===== config.mk =====
export PLATFORM = sky130hd
export DESIGN_NAME = register_write_demux
export DESIGN_NICKNAME = d
export VERILOG_FILES = /design/src/rtl/register_write_demux.sv
export SDC_FILE = /design/constraint.sdc
export NUM_CORES = 1
export LEC_CHECK = 0
export BUFFER_PORTS_ARGS = -buffer_cell sky130_fd_sc_hd__buf_2
export CORE_UTILIZATION = 47
export CTS_CLUSTER_DIAMETER = 100
export CTS_CLUSTER_SIZE = 12
export DETAILED_ROUTE_END_ITERATION = 7
export PLACE_DENSITY = 0.74
export SLEW_MARGIN = 5
export SYNTH_ARGS = -nofsm -noshare
export SYNTH_HDL_FRONTEND = slang
export SYNTH_SLANG_ARGS = --single-unit

===== constraint.sdc =====
create_clock -name clk -period 1.25 [get_ports clk]
set_clock_uncertainty 0.05 [all_clocks]
set_input_delay 0.3125 -clock clk [delete_from_list [all_inputs] [get_ports clk]]
set_output_delay 0.3125 -clock clk [all_outputs]
set_load 0.01 [all_outputs]

===== src/rtl/register_write_demux.sv =====
// Write-back demultiplexer for the 4-register datapath.
// One WIDTH-bit result is steered into c0..c3 by a 2-bit destination.
// c3 doubles as the program counter: it self-increments on every step
// that does not load it, and the wrap from all-ones to zero is flagged.
module register_write_demux #(
  parameter int unsigned      WIDTH    = 4,
  parameter logic [WIDTH-1:0] REG_INIT = '0,
  parameter logic [WIDTH-1:0] PC_INIT  = '0
) (
  input  logic             clk,
  input  logic             reset,
  input  logic             step,
  input  logic             write_en,
  input  logic             select_a,
  input  logic             select_b,
  input  logic [WIDTH-1:0] data_in,
  output logic [WIDTH-1:0] c0,
  output logic [WIDTH-1:0] c1,
  output logic [WIDTH-1:0] c2,
  output logic [WIDTH-1:0] c3,
  output logic [3:0]       wr_strobe,
  output logic             pc_wrap
);

  logic [1:0] dest;
  logic [3:0] dest_onehot;
  logic [3:0] load;
  logic       pc_inc;

  // Program-counter increment, modulo 2^WIDTH; the carry is reported separately.
  function automatic logic [WIDTH-1:0] pc_next(input logic [WIDTH-1:0] pc);
    return pc + WIDTH'(1);
  endfunction

  // Carry out of the increment: only an all-ones counter wraps.
  function automatic logic pc_carry(input logic [WIDTH-1:0] pc);
    return &pc;
  endfunction

  assign dest = {select_b, select_a};

  // Destination decode, same encoding as the read selector: (b,a) 00->c0 .. 11->c3.
  always_comb begin
    dest_onehot = 4'b0000;
    dest_onehot[dest] = 1'b1;
  end

  // A register loads only on a qualifying step with writes enabled.
  assign load   = (step && write_en) ? dest_onehot : 4'b0000;
  assign pc_inc = step && !load[3];

  // General-purpose registers c0..c2: load from data_in when addressed, else hold.
  always_ff @(posedge clk or posedge reset) begin
    if (reset) begin
      c0 <= REG_INIT;
      c1 <= REG_INIT;
      c2 <= REG_INIT;
    end else begin
      if (load[0]) c0 <= data_in;
      if (load[1]) c1 <= data_in;
      if (load[2]) c2 <= data_in;
    end
  end

  // Program counter c3: a jump (load) takes priority over the self-increment.
  always_ff @(posedge clk or posedge reset) begin
    if (reset) begin
      c3 <= PC_INIT;
    end else if (load[3]) begin
      c3 <= data_in;
    end else if (pc_inc) begin
      c3 <= pc_next(c3);
    end
  end

  // Status pulses: one-hot strobe for the register just loaded, and the PC wrap flag.
  always_ff @(posedge clk or posedge reset) begin
    if (reset) begin
      wr_strobe <= 4'b0000;
      pc_wrap   <= 1'b0;
    end else begin
      wr_strobe <= load;
      pc_wrap   <= pc_inc && pc_carry(c3);
    end
  end

endmodule


==> flow_summary.ini, run 1 <==
[run_status]
status = complete, but fails checks
violations = negative setup slack

[clocking]
clk-insertion-delay-late_ns = 0.29
cts.path.max_buffers = 2
clkSinkCount = 21
clockRootBuffer = sky130_fd_sc_hd__clkbuf_4
inserted_clock_buffers = 3
cts_tree = built
htree_levels = 1
clkSlewWorstSetupHoldPaths_ns = 0.11

[detailed_routing]
detail_route.iter0.violations = 6
drcViolationCount = 0
post_detailed_route_count_of_antenna_violating_nets = 0
wl_per_cell_um = 13.6
route.vias.total = 662
drt_first_pass_iters = 4
routed_wl_mm = 1.82
route.detailed.vias_per_inst = 4.94

[yosys]
yosysTopAreaCell = sky130_fd_sc_hd__dfrtp_1
synthesis.area_um2 = 870
synthDistinctLibCells = 22
postSynthRegisterBits = 21
mappedNetlistNets = 73
netlist_instances = 62
synth_top_area_share_pct = 60.4
yosysSeqAreaShare_pct = 60.4
synth.top_cells.by_area = sky130_fd_sc_hd__dfrtp_1 (60%), sky130_fd_sc_hd__mux2_2 (16%), sky130_fd_sc_hd__nand4_4 (2.4%)
synthesis.yosys.warnings = 0
syn_area_per_cell_um2 = 14.0

[sta]
worst_slew_pin_slew_ns = 0.317
max_slew_margin_pct = 78.8
timing.fmax_mhz = 767
setup_viol = 1
timing.final.max_slew_violations = 0
hold_violations = 0
post-route-min-period_ns = 1.30
final.period_utilization_pct = 104
unrepaired_setup_endpoints_after_global_routing = true
worst_slack_ns = -0.0542

[final_layout]
area_delta_synth_final_pct = 36.8
stdcell_area_um2 = 1190
post_layout_nonfiller_instances = 134
fin_nets = 121
fraction_of_layout_instances_using_a_drive_strength_above_1_pct = 56.0
final.fill_count = 135
antenna_cells = 0

[grt]
global_route.usage.met1_pct = 23.5
grt_antenna_before_repair = 0
global_route.overflow_total = 0
groute.layer.met3.usage_pct = 3.60
grt_first_pass_wirelength_mm = 2.77
grt_util_all_layers_pct = 19.9
grt_start_max_net_pins = 22
grt_pass1_vias = 652
top_usage_layer = met2
met2_usage_pct = 33.3

[worst_setup_path]
arrival_ns = 0.94
timing.rr.start = c3[0]$_DFFE_PP0P_
cp_launch_type = flip-flop
endpoint_kind = output pin
path_max_fanout = 2
timing_worst_setup_path_type = flip-flop to output pin
timing.critical_path.required_ns = 0.89
setup.worst_path.start = c3[0]$_DFFE_PP0P_

[placement]
dp_hpwl_mm = 1.25
place.gp.congestion = 0.733
placed_cells_incl_taps = 124
place_area_um2 = 1100
port_buffers = 30

[power]
power.density_nw_per_um2 = 1570
irDropWorstVdd_uv = 976
leakagePower_nw = 0.624

[worst_hold_path]
kind_of_path_behind_the_tightest_hold_check = input pin to flip-flop
holdCritStartpoint = select_b

[floorplanning]
effective_utilization_at_floorplan_pct = 50.4
dieArea_um2 = 2030
io-pin-count = 31
chipWidth_um = 45.0
die-height_um = 45.0
core-area_um2 = 1730
std_cell_rows = 15

[job]
timing.max_cap.violations = 0
[sequential cells by signal, summed over array words and instances (netlist names)]
name       flops
c0             4
c1             4
c2             4
c3             4
pc_wrap        1
wr_strobe      4
[cells in the mapped netlist]
master	n
sky130_fd_sc_hd__o211ai_1	1
sky130_fd_sc_hd__nor3_4	1
sky130_fd_sc_hd__nand2_1	4
sky130_fd_sc_hd__nand4_1	1
sky130_fd_sc_hd__nor3b_1	1
sky130_fd_sc_hd__nand4b_1	2
sky130_fd_sc_hd__nor2_1	1
sky130_fd_sc_hd__ha_1	1
sky130_fd_sc_hd__nand3_1	1
sky130_fd_sc_hd__buf_4	1
sky130_fd_sc_hd__a21oi_1	2
sky130_fd_sc_hd__a21boi_1	1
sky130_fd_sc_hd__nor3_1	1
sky130_fd_sc_hd__dfrtp_1	21
sky130_fd_sc_hd__nand4_4	1
sky130_fd_sc_hd__nand2b_1	1
sky130_fd_sc_hd__a2bb2oi_1	1
sky130_fd_sc_hd__nand3b_1	1
sky130_fd_sc_hd__mux2_2	12
sky130_fd_sc_hd__xor2_1	1
sky130_fd_sc_hd__inv_1	4
sky130_fd_sc_hd__mux2i_1	2
[report_power, final]
part	leakage (nW)	internal [mW]	total (mW)	switching, mW
sequential	0.258	0.822	0.897	0.0750
combinational	0.351	0.344	0.653	0.309
clock	0.0150	0.124	0.320	0.196
[per-stage QoR]
stage	hold slack (ns)	power [mW]	utilization, %	setup TNS [ns]	worst slack (ns)
finish	0.209	1.87	68.9	-0.0542	-0.0542
global placement	0.298	1.43	63.9	-0.526	-0.0723
CTS	0.201	1.85	68.3	-0.0580	-0.0580
global route	0.202	1.98	68.9	-0.133	-0.0877
floorplan	0.239	1.21	-	0	0.149
detailed placement	0.308	1.46	63.9	-0.849	-0.102
[layer usage]
metal	vias up	part of all wire [%]	routed length, um
met2	22	53	967
met3	4	3.6	66
li1	311	-	-
met5	-	0	0
met4	0	2.3	42
met1	325	41	741
[logic make-up (layout without fill, tap and decap cells)]
family | after synthesis | count (layout) | share of synthesized area [%]
flops | 21 | 21 | 60.4
mux | 14 | 14 | 17.8
fa+ha+maj | 1 | 1 | 1.44
buf+inv | 5 | 52 | 2.59
simple gates | 15 | 15 | 12.8
xor+xnor | 1 | 1 | 1.01
compound gates | 5 | 5 | 3.89
[final timing paths]
path,slack [ns],depth (start not counted),end
max,-0.05,2,c3[0]
min,0.21,2,wr_strobe[0]$_DFF_PP0_
max reg2reg,0.05,5,c3[2]$_DFFE_PP0P_
min reg2reg,0.46,1,c0[0]$_DFFE_PP0P_
max in group asynchronous,0.41,4,c2[3]$_DFFE_PP0P_
min in group asynchronous,0.52,4,pc_wrap$_DFF_PP0_
[critical path, cell delays in order (launching register included)]
cell,delay [ns]
sky130_fd_sc_hd__dfrtp_1,0.42
sky130_fd_sc_hd__buf_6,0.12
sky130_fd_sc_hd__buf_6,0.11
[placed cells by master (no fill, tap or decap), types with 2 or more instances in the layout]
| cell type | synthesis | routed |
|---|---|---|
| sky130_fd_sc_hd__a21oi_1 | 2 | 2 |
| sky130_fd_sc_hd__buf_2 | 0 | 29 |
| sky130_fd_sc_hd__buf_4 | 1 | 12 |
| sky130_fd_sc_hd__buf_6 | 0 | 2 |
| sky130_fd_sc_hd__clkbuf_4 | 0 | 3 |
| sky130_fd_sc_hd__dfrtp_1 | 21 | 21 |
| sky130_fd_sc_hd__inv_1 | 4 | 4 |
| sky130_fd_sc_hd__mux2_2 | 12 | 12 |
| sky130_fd_sc_hd__mux2i_1 | 2 | 2 |
| sky130_fd_sc_hd__nand2_1 | 4 | 3 |
| sky130_fd_sc_hd__nand4b_1 | 2 | 2 |
[area by class of cell]
cell class	instances	area [um2]	share of cell area, %
clock buffers	4	26.3	2.21
well taps	25	31.3	2.63
flip-flops and latches	21	526	44.2
repair buffers	44	268	22.5
inverters	4	15.0	1.26
multi-input cells	36	324	27.2
[repair_timing]
item / 4_1_cts / 5_1_grt
setup buffers: 4 / 1
resized for setup: 2 / 1
hold buffers: 1 / 0
endpoints found under the hold margin: 21 / 0
setup endpoints to repair: 3 / 3
pin swaps: 0 / 2
(Power assumes the default switching activity.)
==> inputs of run 2 (changes only) <==
Settings changed: CTS_BUF_LIST set to sky130_fd_sc_hd__clkbuf_16, SETUP_SLACK_MARGIN set to 0.1.
==> run 2 against run 1 <==
  * The flow now finishes without violations
  * Sequential power barely moved
  * Total power up 21%
  * Register-to-register slack better by 0.04 ns
  * Fmax grew 5.3%
  * Count of clock-buffer cells in the layout is 1 lower
  * Clock power increased by 110%
  * Die area is the same
  * Global-route usage fell by 0.17 points
==> flow_summary.ini, run 2 (synthesized netlist as in run 1, its figures left out) <==
[run_status]
status = finished clean

[placement]
place_area_um2 = 1100
port_buffers = 30
place.gp.congestion = 0.733
dp_hpwl_mm = 1.25
placed_cells_incl_taps = 124
dp_slack_ns = -0.102

[floorplanning]
std_cell_rows = 15
chipWidth_um = 45.0
core-area_um2 = 1730
die-height_um = 45.0
io-pin-count = 31
effective_utilization_at_floorplan_pct = 50.4
dieArea_um2 = 2030

[sta]
worst_slack_ns = 0.0113
timing.fmax_mhz = 807
worst_slew_pin_slew_ns = 0.322
setup_viol = 0
totalNegativeSetupSlack_ns = 0
hold_slack_ns = 0.0335
final.period_utilization_pct = 99.1
max_slew_margin_pct = 78.5
post-route-min-period_ns = 1.24
hold_violations = 0
unrepaired_setup_endpoints_after_global_routing = true
timing.final.max_slew_violations = 0

[power]
internal_power_mw = 1.62
leakagePower_nw = 0.647
power.share.sequential_pct = 39.8
pwr-share-clk_pct = 29.1
irDropWorstVdd_uv = 1200
power_frac_comb_pct = 31.1
swShare_pct = 28.3
switchingPower_uw = 638
post-layout-total-power_mw = 2.25
power.density_nw_per_um2 = 1790

[detailed_routing]
routed_wl_mm = 1.88
route.detailed.vias_per_inst = 5.07
wl_per_cell_um = 14.0
detail_route.iter0.violations = 5
drcViolationCount = 0
drt_first_pass_iters = 4
route.vias.total = 679
post_detailed_route_count_of_antenna_violating_nets = 0

[worst_setup_path]
timing.reg2reg.worst_path_depth = 4
arrival_ns = 0.88
path_max_fanout = 2
cell_repeated_most_along_the_worst_path = sky130_fd_sc_hd__buf_6
cp_cell_sequence = buf_6 > buf_6
cpMaxStageDelayCell = sky130_fd_sc_hd__dfrtp_1
cp_launch_type = flip-flop
endpoint_kind = output pin
timing.critical_path.slowest_cell_delay_ns = 0.40
timing.critical_path.required_ns = 0.89
timing_worst_setup_path_type = flip-flop to output pin

[clocking]
htree_levels = 1
holdBufCountCts = 0
cts_tree = built
clkSinkCount = 21
clkSlewWorstSetupHoldPaths_ns = 0.06
clk-insertion-delay-late_ns = 0.25
clockRootBuffer = sky130_fd_sc_hd__clkbuf_16
cts.path.max_buffers = 2
inserted_clock_buffers = 3

[final_layout]
antenna_cells = 0
fraction_of_layout_instances_using_a_drive_strength_above_1_pct = 60.6
stdcell_area_um2 = 1260
post-route-util_pct = 72.8
final.fill_count = 123
multi_input_area_um2 = 342
final_common_cell = sky130_fd_sc_hd__buf_2
layout_common_cells = sky130_fd_sc_hd__buf_2 (29), sky130_fd_sc_hd__dfrtp_1 (21), sky130_fd_sc_hd__buf_4 (13)
post_layout_nonfiller_instances = 134
fin_nets = 121
register_area_um2 = 526
area_delta_synth_final_pct = 44.6

[worst_hold_path]
kind_of_path_behind_the_tightest_hold_check = input pin to async pin

[grt]
grt_pass1_vias = 624
grt_start_max_net_pins = 22
grt_antenna_before_repair = 0
grt_first_pass_wirelength_mm = 2.72
grt_util_all_layers_pct = 19.8
global_route.overflow_total = 0

[job]
timing.max_cap.violations = 0
## run 2: changes by cell type in the layout (fill, tap and decap cells not counted), sizes merged
cell,previous run,this run
buf,43,44
clkbuf,4,3
dlygate4sd3,1,0
inv,4,5
## run 2: critical path, delay by kind of cell (launching register included)
| family | cells | cell delay [ns] |
|---|---|---|
| buffers and inverters | 2 | 0.23 |
| flip-flops | 1 | 0.40 |
## run 2: timing repair
action / in CTS / in global routing
setup buffers: 5 / 1
pin swaps: 0 / 4
endpoints found under the setup margin: 4 / 9
gates resized for setup: 2 / 5
## run 2: worst paths after layout
check	startpoint	to	slack, ns
max	c3[0]$_DFFE_PP0P_	c3[0]	0.01
min	reset	pc_wrap$_DFF_PP0_	0.03
min in group clk	select_a	wr_strobe[0]$_DFF_PP0_	0.27
min reg2reg	c0[0]$_DFFE_PP0P_	c0[0]$_DFFE_PP0P_	0.45
max in group asynchronous	reset	c0[2]$_DFFE_PP0P_	0.90
max reg2reg	c3[0]$_DFFE_PP0P_	c3[1]$_DFFE_PP0P_	0.09
## run 2: cell type report
cell class	instances	share of cell area, %
inverter	4	1.19
tap	25	2.49
clock buffer	3	5.97
timing repair buffer	44	21.1
multi-input combinational	36	27.2
clock inverter	1	0.299
sequential	21	41.8
## run 2: routing by layer
| layer | up-vias | share of wire [%] | track usage, % | wire [um] |
|---|---|---|---|---|
| met1 | 337 | 42 | 24.0 | 786 |
| li1 | 314 | - | - | - |
| met5 | - | 0 | 0 | 0 |
| met3 | 4 | 3.5 | 3.60 | 65 |
| met2 | 24 | 53 | 32.2 | 998 |
| met4 | 0 | 1.7 | 12.7 | 32 |
## run 2: power groups by stage
stage               logic [mW]  clock network [mW]  registers (mW)
CTS                      0.647               0.655           0.897
global route             0.743               0.684           0.917
floorplan                0.211                   0            1.00
finish                   0.701               0.657           0.896
detailed placement       0.521                   0           0.934
global placement         0.504                   0           0.930
==> inputs of run 3 (changes only) <==
Settings changed: CTS_BUF_LIST sky130_fd_sc_hd__clkbuf_16 to unset, MAX_ROUTING_LAYER set to met4.
==> run 3 against run 2 <==
  * The run now ends with negative setup slack left
  * Largest power group unchanged
  * Worst hold slack gained 0.18 ns
  * Die area is the same
  * Non-clock buffer count grew 2
  * Sequential share of layout area grew 1.6 points
  * Count of clock-buffer cells in the layout grew 1
  * Register-to-register slack lost 0.02 ns
  * Setup slack lost 0.065 ns
  * Wire length shrank 1.4%
  * Sequential power shrank 0.7%
  * Utilization shrank 2.6 points
==> flow_summary.ini, run 3 (synthesized netlist as in run 1, its figures left out) <==
[detailed_routing]
detail_route.iter0.violations = 6
top_layer_used = met4
routed_wl_mm = 1.86
post_detailed_route_count_of_antenna_violating_nets = 0
drcViolationCount = 0
route.detailed.vias_per_inst = 4.88
wl_per_cell_um = 13.6
drt_first_pass_iters = 4
wl_met2_um = 989
met3_length_um = 55
detail_route.wirelength.met1_um = 774
route.vias.total = 664

[floorplanning]
core-area_um2 = 1730
chipWidth_um = 45.0
die-height_um = 45.0
std_cell_rows = 15
io-pin-count = 31
effective_utilization_at_floorplan_pct = 50.4
dieArea_um2 = 2030

[run_status]
status = complete, but fails checks
violations = negative setup slack

[placement]
dp_hpwl_mm = 1.25
port_buffers = 30
place.gp.congestion = 0.742

[grt]
grt_util_all_layers_pct = 20.8
global_route.overflow_total = 0
grt_start_max_net_pins = 22
grt_first_pass_wirelength_mm = 2.82
grt_antenna_before_repair = 0
grt_pass1_vias = 663

[sta]
timing.fmax_mhz = 767
post-route-min-period_ns = 1.30
timing.final.max_slew_violations = 0
max_slew_margin_pct = 78.7
unrepaired_setup_endpoints_after_global_routing = true
worst_slack_ns = -0.0535
worst_slew_pin_slew_ns = 0.318
totalNegativeSetupSlack_ns = -0.0535
hold_violations = 0
setup_viol = 1
hold_slack_ns = 0.212
final.period_utilization_pct = 104

[worst_setup_path]
critPathTopFamily = flip-flops
timing_worst_setup_path_type = flip-flop to output pin
arrival_ns = 0.94
cpMaxStageDelayCell = sky130_fd_sc_hd__dfrtp_1
regToRegEndpoint = c3[2]$_DFFE_PP0P_
cell_repeated_most_along_the_worst_path = sky130_fd_sc_hd__buf_6
timing.rr.start = c3[0]$_DFFE_PP0P_
timing.reg2reg.worst_path_depth = 5
reg2reg_setup_slack_ns = 0.07
timing.critical_path.required_ns = 0.89
cp_cell_sequence = buf_6 > buf_6
path_max_fanout = 2
endpoint_kind = output pin
path_buf_inv = 2
timing.critical_path.slowest_cell_delay_ns = 0.42
cp_launch_type = flip-flop

[worst_hold_path]
whs_path_depth = 2
whs_endpoint = wr_strobe[0]$_DFF_PP0_
holdCritStartpoint = select_b
kind_of_path_behind_the_tightest_hold_check = input pin to flip-flop

[clocking]
cts_tree = built
clockRootBuffer = sky130_fd_sc_hd__clkbuf_4
inserted_clock_buffers = 3
clkSlewWorstSetupHoldPaths_ns = 0.11
clk-insertion-delay-late_ns = 0.29
cts.path.max_buffers = 2
htree_levels = 1
clkSinkCount = 21

[power]
leakagePower_nw = 0.634
power_frac_comb_pct = 36.4
pwr-share-clk_pct = 16.8
internal_power_mw = 1.31
swShare_pct = 31.3
power.share.sequential_pct = 46.8
power.density_nw_per_um2 = 1570
switchingPower_uw = 595
irDropWorstVdd_uv = 962

[final_layout]
area_delta_synth_final_pct = 39.4
antenna_cells = 0
final.fill_count = 135
post-route-util_pct = 70.2
fin_nets = 123
layout_common_cells = sky130_fd_sc_hd__buf_2 (29), sky130_fd_sc_hd__dfrtp_1 (21), sky130_fd_sc_hd__buf_4 (14)
final_common_cell = sky130_fd_sc_hd__buf_2
fraction_of_layout_instances_using_a_drive_strength_above_1_pct = 58.6

[job]
timing.max_cap.violations = 0
-- run 3: changes by cell type in the layout (fill, tap and decap cells not counted), sizes merged --
cell         change
buf              +1
clkbuf           +1
dlygate4sd3      +1
inv              -1
-- run 3: layout make-up --
cell class | instances | area (um2) | area share, %
timing repair buffer | 46 | 283 | 23.3
tap | 25 | 31.3 | 2.58
multi-input combinational | 36 | 332 | 27.3
sequential | 21 | 526 | 43.3
clock buffer | 4 | 26.3 | 2.17
inverter | 4 | 15.0 | 1.24
-- run 3: repair_timing --
item,4_1_cts,5_1_grt
hold buffers,1,0
setup endpoints to repair,21,24
gates resized for setup,4,1
pin swaps,5,2
endpoints found under the hold margin,21,0
buffers inserted,6,1
-- run 3: layer usage --
metal,track usage (%),vias to the layer above
li1,-,316
met4,12.7,0
met2,33.6,19
met3,3.60,4
met5,-,-
met1,24.0,325
-- run 3: worst max-delay path by stage --
stage          slack, ns           endpoint  depth (start not counted)               from
6_report           -0.05              c3[0]                          2  c3[0]$_DFFE_PP0P_
5_1_grt            -0.09              c3[0]                          2  c3[0]$_DFFE_PP0P_
4_1_cts            -0.06              c3[0]                          2  c3[0]$_DFFE_PP0P_
3_5_place_dp       -0.10  c1[3]$_DFFE_PP0P_                          3           select_b
3_3_place_gp       -0.07  c0[1]$_DFFE_PP0P_                          4           write_en
2_1_floorplan       0.15  c3[2]$_DFFE_PP0P_                          4  c3[0]$_DFFE_PP0P_
-- run 3: worst register-to-register path, cell delays in order (launching register included) --
cell                      delay (ns)
sky130_fd_sc_hd__dfrtp_1        0.42
sky130_fd_sc_hd__buf_4          0.14
sky130_fd_sc_hd__ha_2           0.17
sky130_fd_sc_hd__nand2_2        0.07
sky130_fd_sc_hd__xor2_1         0.15
sky130_fd_sc_hd__a21oi_1        0.08
-- run 3: through the flow --
| step | instance area, um2 | std cells | power (mW) | worst slack, ns |
|---|---|---|---|---|
| final | 1210 | 136 | 1.90 | -0.0535 |
| after floorplan | 870 | 62 | 1.21 | 0.149 |
| after global routing | 1210 | 136 | 2.01 | -0.0877 |
| after CTS | 1200 | 135 | 1.89 | -0.0580 |
| after global placement | 1100 | 124 | 1.43 | -0.0723 |
| after detailed placement | 1100 | 124 | 1.46 | -0.102 |
-- run 3: power by group through the flow --
| stage | sequential, mW | combinational, mW | clock [mW] |
|---|---|---|---|
| floorplan | 1.00 | 0.211 | 0 |
| finish | 0.890 | 0.693 | 0.320 |
| CTS | 0.887 | 0.676 | 0.326 |
| global route | 0.911 | 0.746 | 0.356 |
| detailed placement | 0.934 | 0.521 | 0 |
| global placement | 0.930 | 0.504 | 0 |
